**config.mk**
```make
export PLATFORM = sky130hd
export DESIGN_NAME = delay_timer_bank
export DESIGN_NICKNAME = d
export VERILOG_FILES = /design/src/rtl/delay_timer_bank.sv
export SDC_FILE = /design/constraint.sdc
export NUM_CORES = 1
export LEC_CHECK = 0
export ABC_AREA = 1
export BUFFER_PORTS_ARGS = -buffer_cell sky130_fd_sc_hd__buf_2
export CORE_ASPECT_RATIO = 1.2
export CORE_MARGIN = 10
export CORE_UTILIZATION = 60
export DETAILED_ROUTE_END_ITERATION = 7
export HOLD_SLACK_MARGIN = 0.15
export PLACE_DENSITY = 0.81
export SETUP_SLACK_MARGIN = 0.5
export SLEW_MARGIN = 20
export SYNTH_ARGS = -nofsm -noshare
export SYNTH_HDL_FRONTEND = slang
export SYNTH_SLANG_ARGS = --single-unit
```
**constraint.sdc**
```tcl
create_clock -name clk -period 2.2 [get_ports clk]
set_input_delay 0 -clock clk [delete_from_list [all_inputs] [get_ports clk]]
set_output_delay 0 -clock clk [all_outputs]
set_load 0.005 [all_outputs]
```
**src/rtl/delay_timer_bank.sv**
```systemverilog
// delay_timer_bank: bank of independent countdown timers sharing one prescaler
// and a global pause. Each channel loads a length, counts prescaled ticks and
// pulses dn for one cycle on expiry, either one-shot or auto-reloading.
//
// Optional build macro: DELAY_TIMER_STICKY_EN adds per-channel sticky expiry
// flags (dn_sticky, cleared by clr_sticky). Without it dn_sticky reads 0 and
// clr_sticky is ignored; the port list is the same in both builds.
//
// Per-channel state table:
//   state   | meaning
//   IDLE    | channel stopped, busy=0, waiting for start
//   RUN     | channel counting prescaled ticks, busy=1
module delay_timer_bank #(
  parameter int WIDTH    = 32,
  parameter int CHANNELS = 4,
  parameter int PRESCALE = 1,
  parameter int SELW     = (CHANNELS > 1) ? $clog2(CHANNELS) : 1
) (
  input  logic                      clk,
  input  logic                      reset,
  input  logic [CHANNELS-1:0]       start,
  input  logic [CHANNELS*WIDTH-1:0] len,
  input  logic [CHANNELS-1:0]       periodic,
  input  logic [CHANNELS-1:0]       cancel,
  input  logic                      pause,
  input  logic [SELW-1:0]           rd_sel,
  output logic [CHANNELS-1:0]       busy,
  output logic [CHANNELS-1:0]       dn,
  output logic                      any_dn,
  output logic [WIDTH-1:0]          rd_count,
  input  logic [CHANNELS-1:0]       clr_sticky,
  output logic [CHANNELS-1:0]       dn_sticky
);

  typedef enum logic {
    ST_IDLE = 1'b0,
    ST_RUN  = 1'b1
  } state_t;

  localparam int PW = (PRESCALE > 1) ? $clog2(PRESCALE) : 1;
  localparam logic [PW-1:0] PRE_LAST = PW'(PRESCALE - 1);

  logic [PW-1:0] pre_q, pre_d;
  logic          tick;

  logic [CHANNELS-1:0][WIDTH-1:0] count_all;
  logic [WIDTH-1:0]               rd_count_q, rd_count_d;

  // With PRESCALE=1 the prescaler sits at 0 and tick is asserted every cycle.
  assign tick = (pre_q == PRE_LAST);

  // Prescaler next value: wraps at PRESCALE-1, holds while paused.
  always_comb begin
    pre_d = pre_q;
    if (!pause) begin
      if (pre_q == PRE_LAST) begin
        pre_d = '0;
      end else begin
        pre_d = pre_q + PW'(1);
      end
    end
  end

  // Prescaler register.
  always_ff @(posedge clk) begin
    if (reset) begin
      pre_q <= '0;
    end else begin
      pre_q <= pre_d;
    end
  end

  for (genvar i = 0; i < CHANNELS; i++) begin : g_ch
    state_t           state_q, state_d;
    logic [WIDTH-1:0] count_q, count_d;
    logic [WIDTH-1:0] reload_q, reload_d;
    logic             mode_q, mode_d;
    logic             dn_q, dn_d;

    // Channel next-state: cancel beats start, start beats expiry.
    always_comb begin
      state_d  = state_q;
      count_d  = count_q;
      reload_d = reload_q;
      mode_d   = mode_q;
      dn_d     = 1'b0;
      if (cancel[i]) begin
        state_d = ST_IDLE;
        count_d = '0;
      end else if (start[i]) begin
        state_d  = ST_RUN;
        count_d  = len[i*WIDTH +: WIDTH];
        reload_d = len[i*WIDTH +: WIDTH];
        mode_d   = periodic[i];
      end else if (state_q == ST_RUN && tick && !pause) begin
        if (count_q != '0) begin
          count_d = count_q - WIDTH'(1);
        end else begin
          dn_d = 1'b1;
          if (mode_q) begin
            count_d = reload_q;
          end else begin
            state_d = ST_IDLE;
          end
        end
      end
    end

    // Channel registers.
    always_ff @(posedge clk) begin
      if (reset) begin
        state_q  <= ST_IDLE;
        count_q  <= '0;
        reload_q <= '0;
        mode_q   <= 1'b0;
        dn_q     <= 1'b0;
      end else begin
        state_q  <= state_d;
        count_q  <= count_d;
        reload_q <= reload_d;
        mode_q   <= mode_d;
        dn_q     <= dn_d;
      end
    end

    assign busy[i]      = (state_q == ST_RUN);
    assign dn[i]        = dn_q;
    assign count_all[i] = count_q;

`ifdef DELAY_TIMER_STICKY_EN
    logic sticky_q, sticky_d;

    // Sticky flag follows the visible dn pulse; a set wins over a clear.
    always_comb begin
      sticky_d = dn_q | (sticky_q & ~clr_sticky[i]);
    end

    // Sticky flag register.
    always_ff @(posedge clk) begin
      if (reset) begin
        sticky_q <= 1'b0;
      end else begin
        sticky_q <= sticky_d;
      end
    end

    assign dn_sticky[i] = sticky_q;
`endif
  end

`ifndef DELAY_TIMER_STICKY_EN
  logic unused_clr_sticky;
  assign unused_clr_sticky = ^clr_sticky;
  assign dn_sticky = '0;
`endif

  assign any_dn = |dn;

  // Readback mux; an out-of-range select reads as zero.
  always_comb begin
    rd_count_d = '0;
    for (int i = 0; i < CHANNELS; i++) begin
      if (rd_sel == SELW'(i)) begin
        rd_count_d = count_all[i];
      end
    end
  end

  // Registered readback.
  always_ff @(posedge clk) begin
    if (reset) begin
      rd_count_q <= '0;
    end else begin
      rd_count_q <= rd_count_d;
    end
  end

  assign rd_count = rd_count_q;

endmodule

```
==> qor.yml, run 1 <==
timing:
  endpoint_type: "sequential cell input"
  postGrtWorstEndpoint: "g_ch[0].count_q[13]$_SDFFE_PP0P_/D"
grt:
  grt_overflow: 8
  grt_max_degree: 93
  gr-usage-all-layers: 0.600
placed_design:
  port_buffers: 185
  hpwl_mm: 48.8
  place_congestion: 1.01
  pre_cts_ws_ns: 0.166
synthesis:
  synth_area_leaders: "dfxtp_1, nand2_1, nor2_1"
  syn_area_sq_um: 17800
  yosysUniqueCellTypes: 47
  ys_warn_count: 0
  synthSimpleGateAreaFrac: 0.353
  syn-mean-instance-area_sq_um: 6.18
  ys.flop_type: "dfxtp_1"
  ys_seq_elements: 300
  ys_top_cells_by_count: "nand2_1, nor2_1, dfxtp_1, inv_1, a21oi_1"
  synthArstFlopShare: 0
  yosysTopAreaCellShare: 0.337
  synth_top_family_by_area: "simple AND/OR/NAND/NOR gates"
  yosysMostFrequentCell: "nand2_1"
  synth_compound_area_frac: 0.175
  yosysTopAreaCell: "dfxtp_1"
  postSynthCellCount: 2884
  ys_seq_area_frac: 0.337
  synth_xor_area_frac: 0.0221
  synth-edff-count: 0
  synth_fa_ha_area_frac: 0.00562
  synth.mux.area_fraction: 0.000562
cts:
  ctsLongestPathBuffers: 3
  clock_sinks: 300
  cts_buffers: 31
  htreeDepth: 1
  clockRootBuffer: "clkbuf_16"
die:
  start_util: 0.605
  die_w_microns: 177
  die_h_microns: 209
  row_count: 69
  ios: 194
run_status:
  tool.error: "[ERROR GRT-0232] Routing congestion too high. Check the congestion heatmap in the GUI."
  haltStage: "global routing"
  status: "aborted with a tool error"
==> stage by stage <==
stage	hold WS (ns)	std cells	cell area (sq um)
2_1_floorplan	0.135	2887	17800
3_3_place_gp	0.241	3420	19300
3_5_place_dp	0.243	3420	19300
4_1_cts	0.157	3821	24700
==> timing repair <==
| action | CTS |
|---|---|
| hold endpoints to repair | 283 |
| gates cloned | 12 |
| setup endpoints to repair | 134 |
| resized for setup | 274 |
| pin swaps | 79 |
| buffers inserted | 69 |
| hold buffers | 264 |
==> kinds of logic after synthesis <==
kind of cell               Yosys count
and+or+nand+nor                   1505
AOI/OAI and AO/OA                  575
buffers and inverters              449
DFF                                300
xor gates and xnor gates            45
adders and majority gates            8
other                                1
muxes                                1
==> routing by layer <==
layer	track usage	GRT overflow
met1	0.588	0
met2	0.808	1
met3	0.422	1
met4	0.558	6
met5	0.121	0
==> run 2, diff against run 1 <==
--- a/config.mk
+++ b/config.mk
@@ -7,13 +7,10 @@
 export LEC_CHECK = 0
 export ABC_AREA = 1
 export BUFFER_PORTS_ARGS = -buffer_cell sky130_fd_sc_hd__buf_2
-export CORE_ASPECT_RATIO = 1.2
 export CORE_MARGIN = 10
-export CORE_UTILIZATION = 60
+export CORE_UTILIZATION = 40
 export DETAILED_ROUTE_END_ITERATION = 7
-export HOLD_SLACK_MARGIN = 0.15
-export PLACE_DENSITY = 0.81
-export SETUP_SLACK_MARGIN = 0.5
+export PLACE_DENSITY_LB_ADDON = 0.15
 export SLEW_MARGIN = 20
 export SYNTH_ARGS = -nofsm -noshare
 export SYNTH_HDL_FRONTEND = slang
==> run 2 against run 1 <==
Effect of this change: the flow now finishes without violations; area after synthesis is the same; synthesized cell count did not move.
==> qor.yml, run 2 <==
placed_design:
  place_inst: 3656  # +6.9%
  place_congestion: 0.975  # -3.7%
  hpwl_mm: 53.9  # +10%
  port_buffers: 185  # unchanged
setup_path:
  r2r-start: "g_ch[3].count_q[3]"
  crit_path_end_kind: "flop"
  cp_cell_sequence: "dlygate4sd3_1 -> buf_4 -> inv_1 -> buf_4 -> nor2_2 -> buf_6 -> nand2_1 -> dlygate4sd3_1 -> a21oi_1 -> dlygate4sd3_1"
  crit_slowest_cell: "dlygate4sd3_1"
  critPathArrivalTime_ns: 2.62
  reg2reg_depth: 9
  regToRegSetupSlack_ns: 0.17
  start_kind: "primary input"
  crit_type: "in -> reg"
  reg2reg_to: "g_ch[3].count_q[23]"
  path_max_fanout: 19
  cp_common_cell: "dlygate4sd3_1"
  crit_required_ns: 2.70
  slowest_delay_ns: 0.56
layout:
  syn_to_final_growth_pct: 29.5
  final_net_count: 3448
  drive_gt1_frac: 0.143
  stdcell_count: 3910
  final_common_cell: "nand2_1"
  mostFrequentLayoutCells: "nand2_1, nor2_1, dfxtp_1, inv_1, a21oi_1"
synthesis:
  yosysTopAreaCell: "dfxtp_1"
  synthArstFlopShare: 0  # unchanged
  yosysMostFrequentCell: "nand2_1"
  ys_warn_count: 0  # unchanged
  syn_area_sq_um: 17800  # unchanged
  postSynthCellCount: 2884  # unchanged
  synth_area_leaders: "dfxtp_1, nand2_1, nor2_1"
  syn-mean-instance-area_sq_um: 6.18  # unchanged
  yosysTopAreaCellShare: 0.337  # unchanged
  synth-edff-count: 0  # unchanged
  ys_top_cells_by_count: "nand2_1, nor2_1, dfxtp_1, inv_1, a21oi_1"
  ys_seq_area_frac: 0.337  # unchanged
  ys_seq_elements: 300  # unchanged
  yosysUniqueCellTypes: 47  # unchanged
  ys.flop_type: "dfxtp_1"
timing:
  timing.final.crit_share: 0.964
  fmax_mhz: 472
  totalNegativeSetupSlack_ns: 0
  setup_viol_count_final: 0
  slew_violations: 0
  fin_crit_ns: 2.12
  tightest_slew_ns: 0.858
  grt_setup_unrepaired: "no"
  slew_headroom: 0.427
  hold_viol: 0
  skew_ns: 0.0147
power_and_ir_drop:
  leakagePower_nw: 10.8
  peakVddDrop_v: 0.000439
  p_total_mw: 17.0
  powerDensity_nw_per_um2: 735
route:
  drc_errors: 0
  wl_per_cell_microns: 18.4
  via_per_inst: 5.15
  vias: 20136
  ant_nets: 0
  drt_wl_total_mm: 71.8
  initialDrtViolationCount: 1910
  drtPass1Iterations: 7
cts:
  path_clk_slew_ns: 0.06
  htreeDepth: 2  # +1
  cts_buffers: 36  # +16%
  post_cts_buffers: 0  # -100%
  cts_tree: "built"
  clockRootBuffer: "clkbuf_16"
  clock_sinks: 300  # unchanged
  insertion_delay_ns: 0.56
  ctsLongestPathBuffers: 3  # unchanged
run_status:
  status: "finished, final reports clean"
hold_path:
  holdPathEnd: "g_ch[2].reload_q[16]"
  hold_path_depth: 3
  min-delay-start: "reset"
  hold_class: "in -> reg"
die:
  die_h_microns: 231  # +11%
  row_count: 77  # +12%
  die-area_sq_um: 53400
  ios: 194  # unchanged
  core_sq_um: 44100
  start_util: 0.404  # -0.201
  die_w_microns: 231  # +30%
grt:
  grt_max_degree: 71
  grt_pass1_vias: 19023
  antenna_found_initial: 1
  grt_overflow: 0
  gr-usage-all-layers: 0.261
  grt_pass1_wl_mm: 111
run:
  cap_violations: 0
## run 2: cell counts after synthesis
Identical to the previous run, type by type.
## run 2: worst max-delay path by stage
stage | start | to | slack [ns] | cells after the start
6_report | start[2] | g_ch[2].reload_q[31] | 0.08 | 10
5_1_grt | start[2] | g_ch[2].reload_q[31] | 0.02 | 10
4_1_cts | start[2] | g_ch[2].reload_q[31] | 0.03 | 10
3_5_place_dp | g_ch[3].count_q[1] | g_ch[3].dn_q | 0.15 | 10
3_3_place_gp | g_ch[3].count_q[1] | g_ch[3].dn_q | 0.11 | 10
2_1_floorplan | g_ch[2].count_q[0] | g_ch[2].count_q[20] | 0.57 | 12
## run 2: cells by family after synthesis
family / count (synthesis) / synth area share
flops: 300 / 0.337
compound gates: 575 / 0.175
buf+inv: 449 / 0.107
other cells: 1 / 0.000210
fa+ha+maj: 8 / 0.00562
simple gates: 1505 / 0.353
xor+xnor: 45 / 0.0221
mux: 1 / 0.000562
## run 2: repair_timing
item / CTS / global route
hold buffers: 189 / 0
setup endpoints to repair: 0 / 12
endpoints found under the hold margin: 266 / 0
resized for setup: 0 / 10
## run 2: area by class of cell
cell class,count,area (sq um)
sequential,300,6010
antenna,1,2.50
clock inverter,14,298
inverter,311,1170
multi-input combinational,2138,9960
tap,592,741
clock buffer,50,1040
timing repair buffer,504,3850
fill,4550,21100
## run 2: metal layers
layer,vias to the layer above,part of all wire,track usage
met5,-,0,0
met4,0,0.031,0.0849
met3,102,0.079,0.0505
met2,752,0.42,0.391
met1,9305,0.47,0.368
li1,9977,-,-
## run 2: power by group
| part | switching [mW] | internal [mW] | total, mW |
|---|---|---|---|
| Sequential | 0.170 | 5.70 | 5.87 |
| Clock | 2.52 | 4.37 | 6.89 |
| Combinational | 2.69 | 1.50 | 4.19 |
## run 2: stage by stage
| step | worst slack [ns] | cell area (sq um) | utilization | hold WS, ns |
|---|---|---|---|---|
| after global placement | 0.105 | 19800 | 0.449 | 0.244 |
| after CTS | 0.0316 | 23000 | 0.522 | 0.0841 |
| after floorplan | 0.566 | 17800 | - | 0.135 |
| after detailed placement | 0.146 | 19800 | 0.449 | 0.250 |
| final | 0.0792 | 23100 | 0.523 | 0.129 |
| after global routing | 0.0181 | 23100 | 0.523 | 0.121 |
## run 2: worst max-delay path: cells and delay by family
| family | cells | cell delay, ns |
|---|---|---|
| compound gates | 1 | 0.16 |
| buf+inv | 7 | 2.29 |
| simple gates | 2 | 0.16 |
Note: power is estimated with default switching activity, not from simulation.
